`config.mk`:
```
export PLATFORM = sky130hd
export DESIGN_NAME = l1_req_queue
export DESIGN_NICKNAME = d
export VERILOG_FILES = /design/src/rtl/l1_req_queue.sv
export SDC_FILE = /design/constraint.sdc
export NUM_CORES = 1
export LEC_CHECK = 0
export BUFFER_PORTS_ARGS = -buffer_cell sky130_fd_sc_hd__buf_2
export CORE_MARGIN = 3
export CORE_UTILIZATION = 51
export DETAILED_ROUTE_END_ITERATION = 10
export PLACE_DENSITY = 0.71
export SYNTH_ARGS = -nofsm -noshare
export SYNTH_HDL_FRONTEND = slang
export SYNTH_SLANG_ARGS = --single-unit
```
`constraint.sdc`:
```
create_clock -name clk -period 2.3 [get_ports clk]
set_clock_uncertainty 0.15 [all_clocks]
set_input_delay 0.575 -clock clk [delete_from_list [all_inputs] [get_ports clk]]
set_output_delay 0.575 -clock clk [all_outputs]
set_load 0.02 [all_outputs]
```
`src/rtl/l1_req_queue.sv`:
```
// In-order request queue in front of the L1 data cache: buffers CPU loads/stores,
// issues them one at a time to the cache and returns each response in push order.
module l1_req_queue #(
    parameter int unsigned DEPTH          = 4,
    parameter int unsigned TIMEOUT_CYCLES = 1024
) (
    input  logic                       clk,
    input  logic                       rst_n,
    // CPU request side
    input  logic                       cpu_req_valid,
    output logic                       cpu_req_ready,
    input  logic                       cpu_req_we,
    input  logic [31:0]                cpu_req_addr,
    input  logic [31:0]                cpu_req_wdata,
    input  logic [3:0]                 cpu_req_wstrb,
    // CPU response side
    output logic                       cpu_resp_valid,
    output logic                       cpu_resp_we,
    output logic [31:0]                cpu_resp_rdata,
    // Cache request port
    output logic                       cache_req_valid,
    output logic                       cache_req_we,
    output logic [31:0]                cache_req_addr,
    output logic [31:0]                cache_req_wdata,
    output logic [3:0]                 cache_req_wstrb,
    // Cache response port
    input  logic                       cache_resp_valid,
    input  logic [31:0]                cache_resp_rdata,
    input  logic                       cache_resp_stall,
    // Status
    output logic [$clog2(DEPTH+1)-1:0] occupancy,
    output logic                       timeout_err
);

    localparam int unsigned PtrW = (DEPTH > 1) ? $clog2(DEPTH) : 1;
    localparam int unsigned CntW = $clog2(DEPTH + 1);
    localparam logic [CntW-1:0] FullCnt    = CntW'(DEPTH);
    localparam logic [15:0]     TimeoutVal = 16'(TIMEOUT_CYCLES);

    typedef struct packed {
        logic        we;
        logic [31:0] addr;
        logic [31:0] wdata;
        logic [3:0]  wstrb;
    } entry_t;

    typedef enum logic [1:0] {
        StIdle,
        StReq,
        StResp
    } state_e;

    entry_t          mem_q [DEPTH];
    entry_t          mem_d [DEPTH];
    logic [PtrW-1:0] wr_ptr_q, wr_ptr_d;
    logic [PtrW-1:0] rd_ptr_q, rd_ptr_d;
    logic [CntW-1:0] count_q, count_d;
    state_e          state_q, state_d;
    logic [15:0]     wait_q, wait_d;
    logic            timeout_q, timeout_d;
    logic [31:0]     resp_rdata_q, resp_rdata_d;
    logic            resp_we_q, resp_we_d;

    logic            push;
    logic            pop;
    logic [15:0]     wait_inc;
    entry_t          head;

    // Stall is purely informational; the FSM just waits in StReq for resp_valid.
    logic unused_stall;
    assign unused_stall = cache_resp_stall;

    // No pop bypass: a full queue rejects even on the cycle it pops.
    assign cpu_req_ready = (count_q != FullCnt);
    assign push          = cpu_req_valid && cpu_req_ready;
    assign pop           = (state_q == StReq) && cache_resp_valid;
    assign head          = mem_q[rd_ptr_q];

    // FIFO storage, pointers and count
    always_comb begin
        mem_d    = mem_q;
        wr_ptr_d = wr_ptr_q;
        rd_ptr_d = rd_ptr_q;
        count_d  = count_q;
        if (push) begin
            mem_d[wr_ptr_q] = '{we:    cpu_req_we,
                                addr:  cpu_req_addr,
                                wdata: cpu_req_wdata,
                                wstrb: cpu_req_wstrb};
            wr_ptr_d = wr_ptr_q + PtrW'(1);
        end
        if (pop) begin
            rd_ptr_d = rd_ptr_q + PtrW'(1);
        end
        unique case ({push, pop})
            2'b10:   count_d = count_q + CntW'(1);
            2'b01:   count_d = count_q - CntW'(1);
            default: count_d = count_q;
        endcase
    end

    // Issue FSM, wait counter and response capture
    always_comb begin
        state_d      = state_q;
        wait_d       = wait_q;
        timeout_d    = timeout_q;
        resp_rdata_d = resp_rdata_q;
        resp_we_d    = resp_we_q;
        wait_inc     = (wait_q == 16'hFFFF) ? wait_q : wait_q + 16'd1;
        unique case (state_q)
            StIdle: begin
                if (count_q != '0) begin
                    state_d = StReq;
                end
            end
            StReq: begin
                wait_d = wait_inc;
                if (wait_inc == TimeoutVal) begin
                    timeout_d = 1'b1;
                end
                if (cache_resp_valid) begin
                    wait_d       = '0;
                    resp_we_d    = head.we;
                    resp_rdata_d = head.we ? 32'd0 : cache_resp_rdata;
                    state_d      = StResp;
                end
            end
            StResp: begin
                state_d = StIdle;
            end
            default: begin
                state_d = StIdle;
            end
        endcase
    end

    always_ff @(posedge clk or negedge rst_n) begin
        if (!rst_n) begin
            for (int i = 0; i < int'(DEPTH); i++) begin
                mem_q[i] <= '0;
            end
            wr_ptr_q     <= '0;
            rd_ptr_q     <= '0;
            count_q      <= '0;
            state_q      <= StIdle;
            wait_q       <= '0;
            timeout_q    <= 1'b0;
            resp_rdata_q <= '0;
            resp_we_q    <= 1'b0;
        end else begin
            mem_q        <= mem_d;
            wr_ptr_q     <= wr_ptr_d;
            rd_ptr_q     <= rd_ptr_d;
            count_q      <= count_d;
            state_q      <= state_d;
            wait_q       <= wait_d;
            timeout_q    <= timeout_d;
            resp_rdata_q <= resp_rdata_d;
            resp_we_q    <= resp_we_d;
        end
    end

    // Request fields are zeroed outside StReq so idle/reset outputs read as 0.
    always_comb begin
        cache_req_valid = (state_q == StReq);
        cache_req_we    = 1'b0;
        cache_req_addr  = '0;
        cache_req_wdata = '0;
        cache_req_wstrb = '0;
        if (cache_req_valid) begin
            cache_req_we    = head.we;
            cache_req_addr  = head.addr;
            cache_req_wdata = head.wdata;
            cache_req_wstrb = head.wstrb;
        end
    end

    always_comb begin
        cpu_resp_valid = (state_q == StResp);
        cpu_resp_we    = 1'b0;
        cpu_resp_rdata = '0;
        if (cpu_resp_valid) begin
            cpu_resp_we    = resp_we_q;
            cpu_resp_rdata = resp_rdata_q;
        end
    end

    assign occupancy   = count_q;
    assign timeout_err = timeout_q;

endmodule
```
==> flow_metrics.env <==
export IMPL_ioPinCount=215
export IMPL_grt_pass1_vias=10742
export IMPL_report_final_slew_viol_count=0
export IMPL_die_h_um=180.7
export IMPL_die_x_um=180.7
export IMPL_worst_slew_pin_slew_ns=0.4327
export IMPL_multi_input_area_sq_um=7009
export IMPL_coreArea_sq_um=29870
export IMPL_setup_viol=103
export IMPL_yosys_register_bits=335
export IMPL_synth_warnings=0
export IMPL_pwr_share_clk_pct=19.0
export IMPL_hold_path_class="input port to flop"
export IMPL_cts_sinks=335
export IMPL_syn2layout_area_growth_pct=28.60
export IMPL_htreeDepth=2
export IMPL_fin_crit_ns=2.842
export IMPL_grt_overflow=0
export IMPL_antenna_found_initial=3
export IMPL_hold_viol=0
export IMPL_endpoint="cache_req_wdata[27]"
export IMPL_critPathBufInv=3
export IMPL_fmax_ghz=0.3518
export IMPL_syn_num_nets=1235
export IMPL_synth_most_common_cell="dfrtp_1"
export IMPL_placedCellCount=1700
export IMPL_clk_pin_slew_ns=0.06
export IMPL_start_util_pct=52.12
export IMPL_design_die_area_sq_um=32670
export IMPL_synth_area_top_cells="dfrtp_1 54%, mux2_2 12%, mux4_2 9.8%"
export IMPL_start_kind="flop"
export IMPL_path_cells="buf_12 -> clkbuf_16 -> mux4_2 -> and2_4 -> buf_6"
export IMPL_clk_latency_ns=0.51
export IMPL_status="finished, violations left"
export IMPL_ys_types=59
export IMPL_synth_top_cell_area_share_pct=53.84
export IMPL_power_mw=31.01
export IMPL_failed_checks="setup timing"
export IMPL_nFillCells=2089
export IMPL_setup_tns_ns=-39.18
export IMPL_r2r_end="occupancy[2]"
export IMPL_cts_buffers=37
export IMPL_drtIter0Drc=438
export IMPL_finish_instance_area_sq_um=20020
export IMPL_reg2reg_from="state_q[1]"
export IMPL_synth_flop_cell="dfrtp_1"
export IMPL_ys_seq_area_share_pct=53.84
export IMPL_dpl_cell_area_sq_um=17440
export IMPL_slew_headroom_pct=71.15
export IMPL_power_net_switching_mw=10.13
export IMPL_critPathTopFamily="flip-flops"
export IMPL_synthTopCellsByCount="335 x dfrtp_1, 160 x mux2_2, 118 x mux2_1"
export IMPL_reg2reg_slack_ns=0.16
export IMPL_cap_violations=0
export IMPL_vias=10162
export IMPL_vias_per_cell=5.664
export IMPL_peakVddDrop_mv=1.138
export IMPL_synth_edff_count=0
export IMPL_routed_wl_um=36300
export IMPL_cts_tree="built"
export IMPL_p_comb_share_pct=47.7
export IMPL_switching_share_pct=32.67
export IMPL_ant_nets=0
export IMPL_regArea_sq_um=8392
export IMPL_drc=0
export IMPL_critPathKind="flop to output port"
export IMPL_slowest_stage="dfrtp_4"
export IMPL_gp_congestion=0.8014
export IMPL_crit_path_max_incr_delay_ns=0.50
export IMPL_netlist_area_sq_um=15570
export IMPL_layout_setup_ws_ns=-0.5425
export IMPL_grt_util_all_layers_pct=21.79
export IMPL_cp_arrival_ns=2.12
export IMPL_period_share_pct=123.6
export IMPL_worst_r2r_path_depth=11
export IMPL_wl_per_cell_um=20.24
export IMPL_port_buffers=213
export IMPL_syn_inst=1122
export IMPL_final_net_count=1492
export IMPL_end_kind="output port"
export IMPL_p_int_mw=20.88
export IMPL_sequentialPowerShare_pct=33.3
export IMPL_power_leakage_nw=9.116
export IMPL_drtPass1Iterations=5
export IMPL_yosys_area_top_type="dfrtp_1"
export IMPL_grt_max_degree=75
export IMPL_clockRootBuffer="clkbuf_16"
export IMPL_timing_hold_ws_ns=0.1366
export IMPL_cts_buffer_depth=3
export IMPL_dp_hpwl_um=22270
export IMPL_layout_drive_gt1_share_pct=49.61
export IMPL_async_reset_ff_share_pct=100.0
export IMPL_crit_path_start="rd_ptr_q[0]"
export IMPL_finalNonFillerCells=1794
export IMPL_cp_depth=5
export IMPL_rows=63
export IMPL_avgSynthCellArea_sq_um=13.88
export IMPL_rsz0062_at_grt="true"
export IMPL_grt_pass1_wl_um=58080
export IMPL_critical_path_max_fanout=5
export IMPL_required_ns=1.57
export IMPL_powerDensity_nw_per_um2=1549
## worst min path at each step
stage	start	end	slack, ns	cells past startpoint
finish	cache_resp_rdata[11]	resp_rdata_q[11]	0.14	3
global route	cache_resp_rdata[11]	resp_rdata_q[11]	0.14	3
CTS	cache_resp_rdata[11]	resp_rdata_q[11]	0.12	3
detailed placement	state_q[1]	state_q[0]	0.29	1
global placement	state_q[1]	state_q[0]	0.28	1
floorplan	rst_n	mem_q[0]	0.13	0
## final cells by class
| type | instances | area share [%] |
|---|---|---|
| well taps | 390 | 2.437 |
| flip-flops and latches | 335 | 41.91 |
| clock buffers | 53 | 5.374 |
| inverters | 14 | 0.2999 |
| repair buffers | 295 | 14.28 |
| clock inverters | 10 | 0.6811 |
| multi-input cells | 696 | 35.00 |
| diodes | 1 | 0.01250 |
## cells in the final DEF (no fill, tap or decap), types with 22 or more instances in the layout
cell type | synthesis | layout
nand3_1 | 38 | 38
mux2_1 | 118 | 118
nor2_1 | 23 | 22
mux4_2 | 68 | 68
buf_4 | 4 | 43
mux2_2 | 160 | 160
clkbuf_16 | 0 | 43
dfrtp_1 | 335 | 332
nand2_1 | 83 | 81
buf_12 | 0 | 25
and2_4 | 0 | 94
buf_6 | 8 | 98
buf_2 | 41 | 112
## flip-flops by register name (all words and copies together), names as in the netlist, 2 cells and up
| signal | flops |
|---|---|
| occupancy | 3 |
| wait_q | 16 |
| resp_rdata_q | 32 |
| rd_ptr_q | 2 |
| mem_q | 276 |
| state_q | 2 |
| wr_ptr_q | 2 |
## power groups by stage
stage	Clock [mW]	Sequential (mW)	Combinational (mW)
global placement	0	10.2	11.7
global route	6.28	10.7	15.9
detailed placement	0	10.4	11.9
finish	5.90	10.3	14.8
floorplan	0	9.78	8.73
CTS	6.02	10.3	13.2
## stage by stage
step,setup WS [ns],utilization (%)
finish,-0.5425,67.03
global route,-0.6074,67.03
CTS,-0.6041,64.41
detailed placement,-0.08737,58.37
global placement,-0.08692,58.37
floorplan,-0.001630,-
## logic make-up (layout without fill, tap and decap cells)
group | Yosys count | count (layout) | share of synthesized area [%]
compound gates | 48 | 48 | 2.001
buf+inv | 91 | 372 | 3.005
flops | 335 | 335 | 53.84
fa+ha+maj | 7 | 7 | 0.6107
simple gates | 279 | 279 | 9.650
other cells | 0 | 1 | 0
mux | 353 | 353 | 30.39
xor+xnor | 9 | 9 | 0.5062
## routing by layer
layer / share of wire [%] / wire length, um / GRT usage [%] / vias to the layer above
met3: 5.2 / 1885 / 4.469 / 64
met5: 0.074 / 27 / 0 / -
met2: 49 / 17930 / 36.35 / 244
li1: - / - / - / 4543
met4: 2.3 / 841 / 5.373 / 4
met1: 43 / 15620 / 29.64 / 5307
## timing repair
| item | 4_1_cts | 5_1_grt |
|---|---|---|
| gates cloned | 6 | 7 |
| buffers inserted | 10 | 11 |
| endpoints found under the hold margin | 31 | 0 |
| endpoints found under the setup margin | 103 | 103 |
| hold buffers | 1 | 0 |
| gates resized for setup | 112 | 211 |
| pin swaps | 0 | 57 |
## worst register-to-register path, cell delays in order, from the launching register on
cell	delay, ns
dfrtp_1	0.40
nand2b_4	0.18
inv_8	0.09
buf_4	0.13
nand2_2	0.06
inv_2	0.05
ha_1	0.17
inv_1	0.06
fa_2	0.33
xor2_1	0.15
nor2_1	0.14
xor2_1	0.15
No activity file was read; power rests on OpenSTA's default activity.
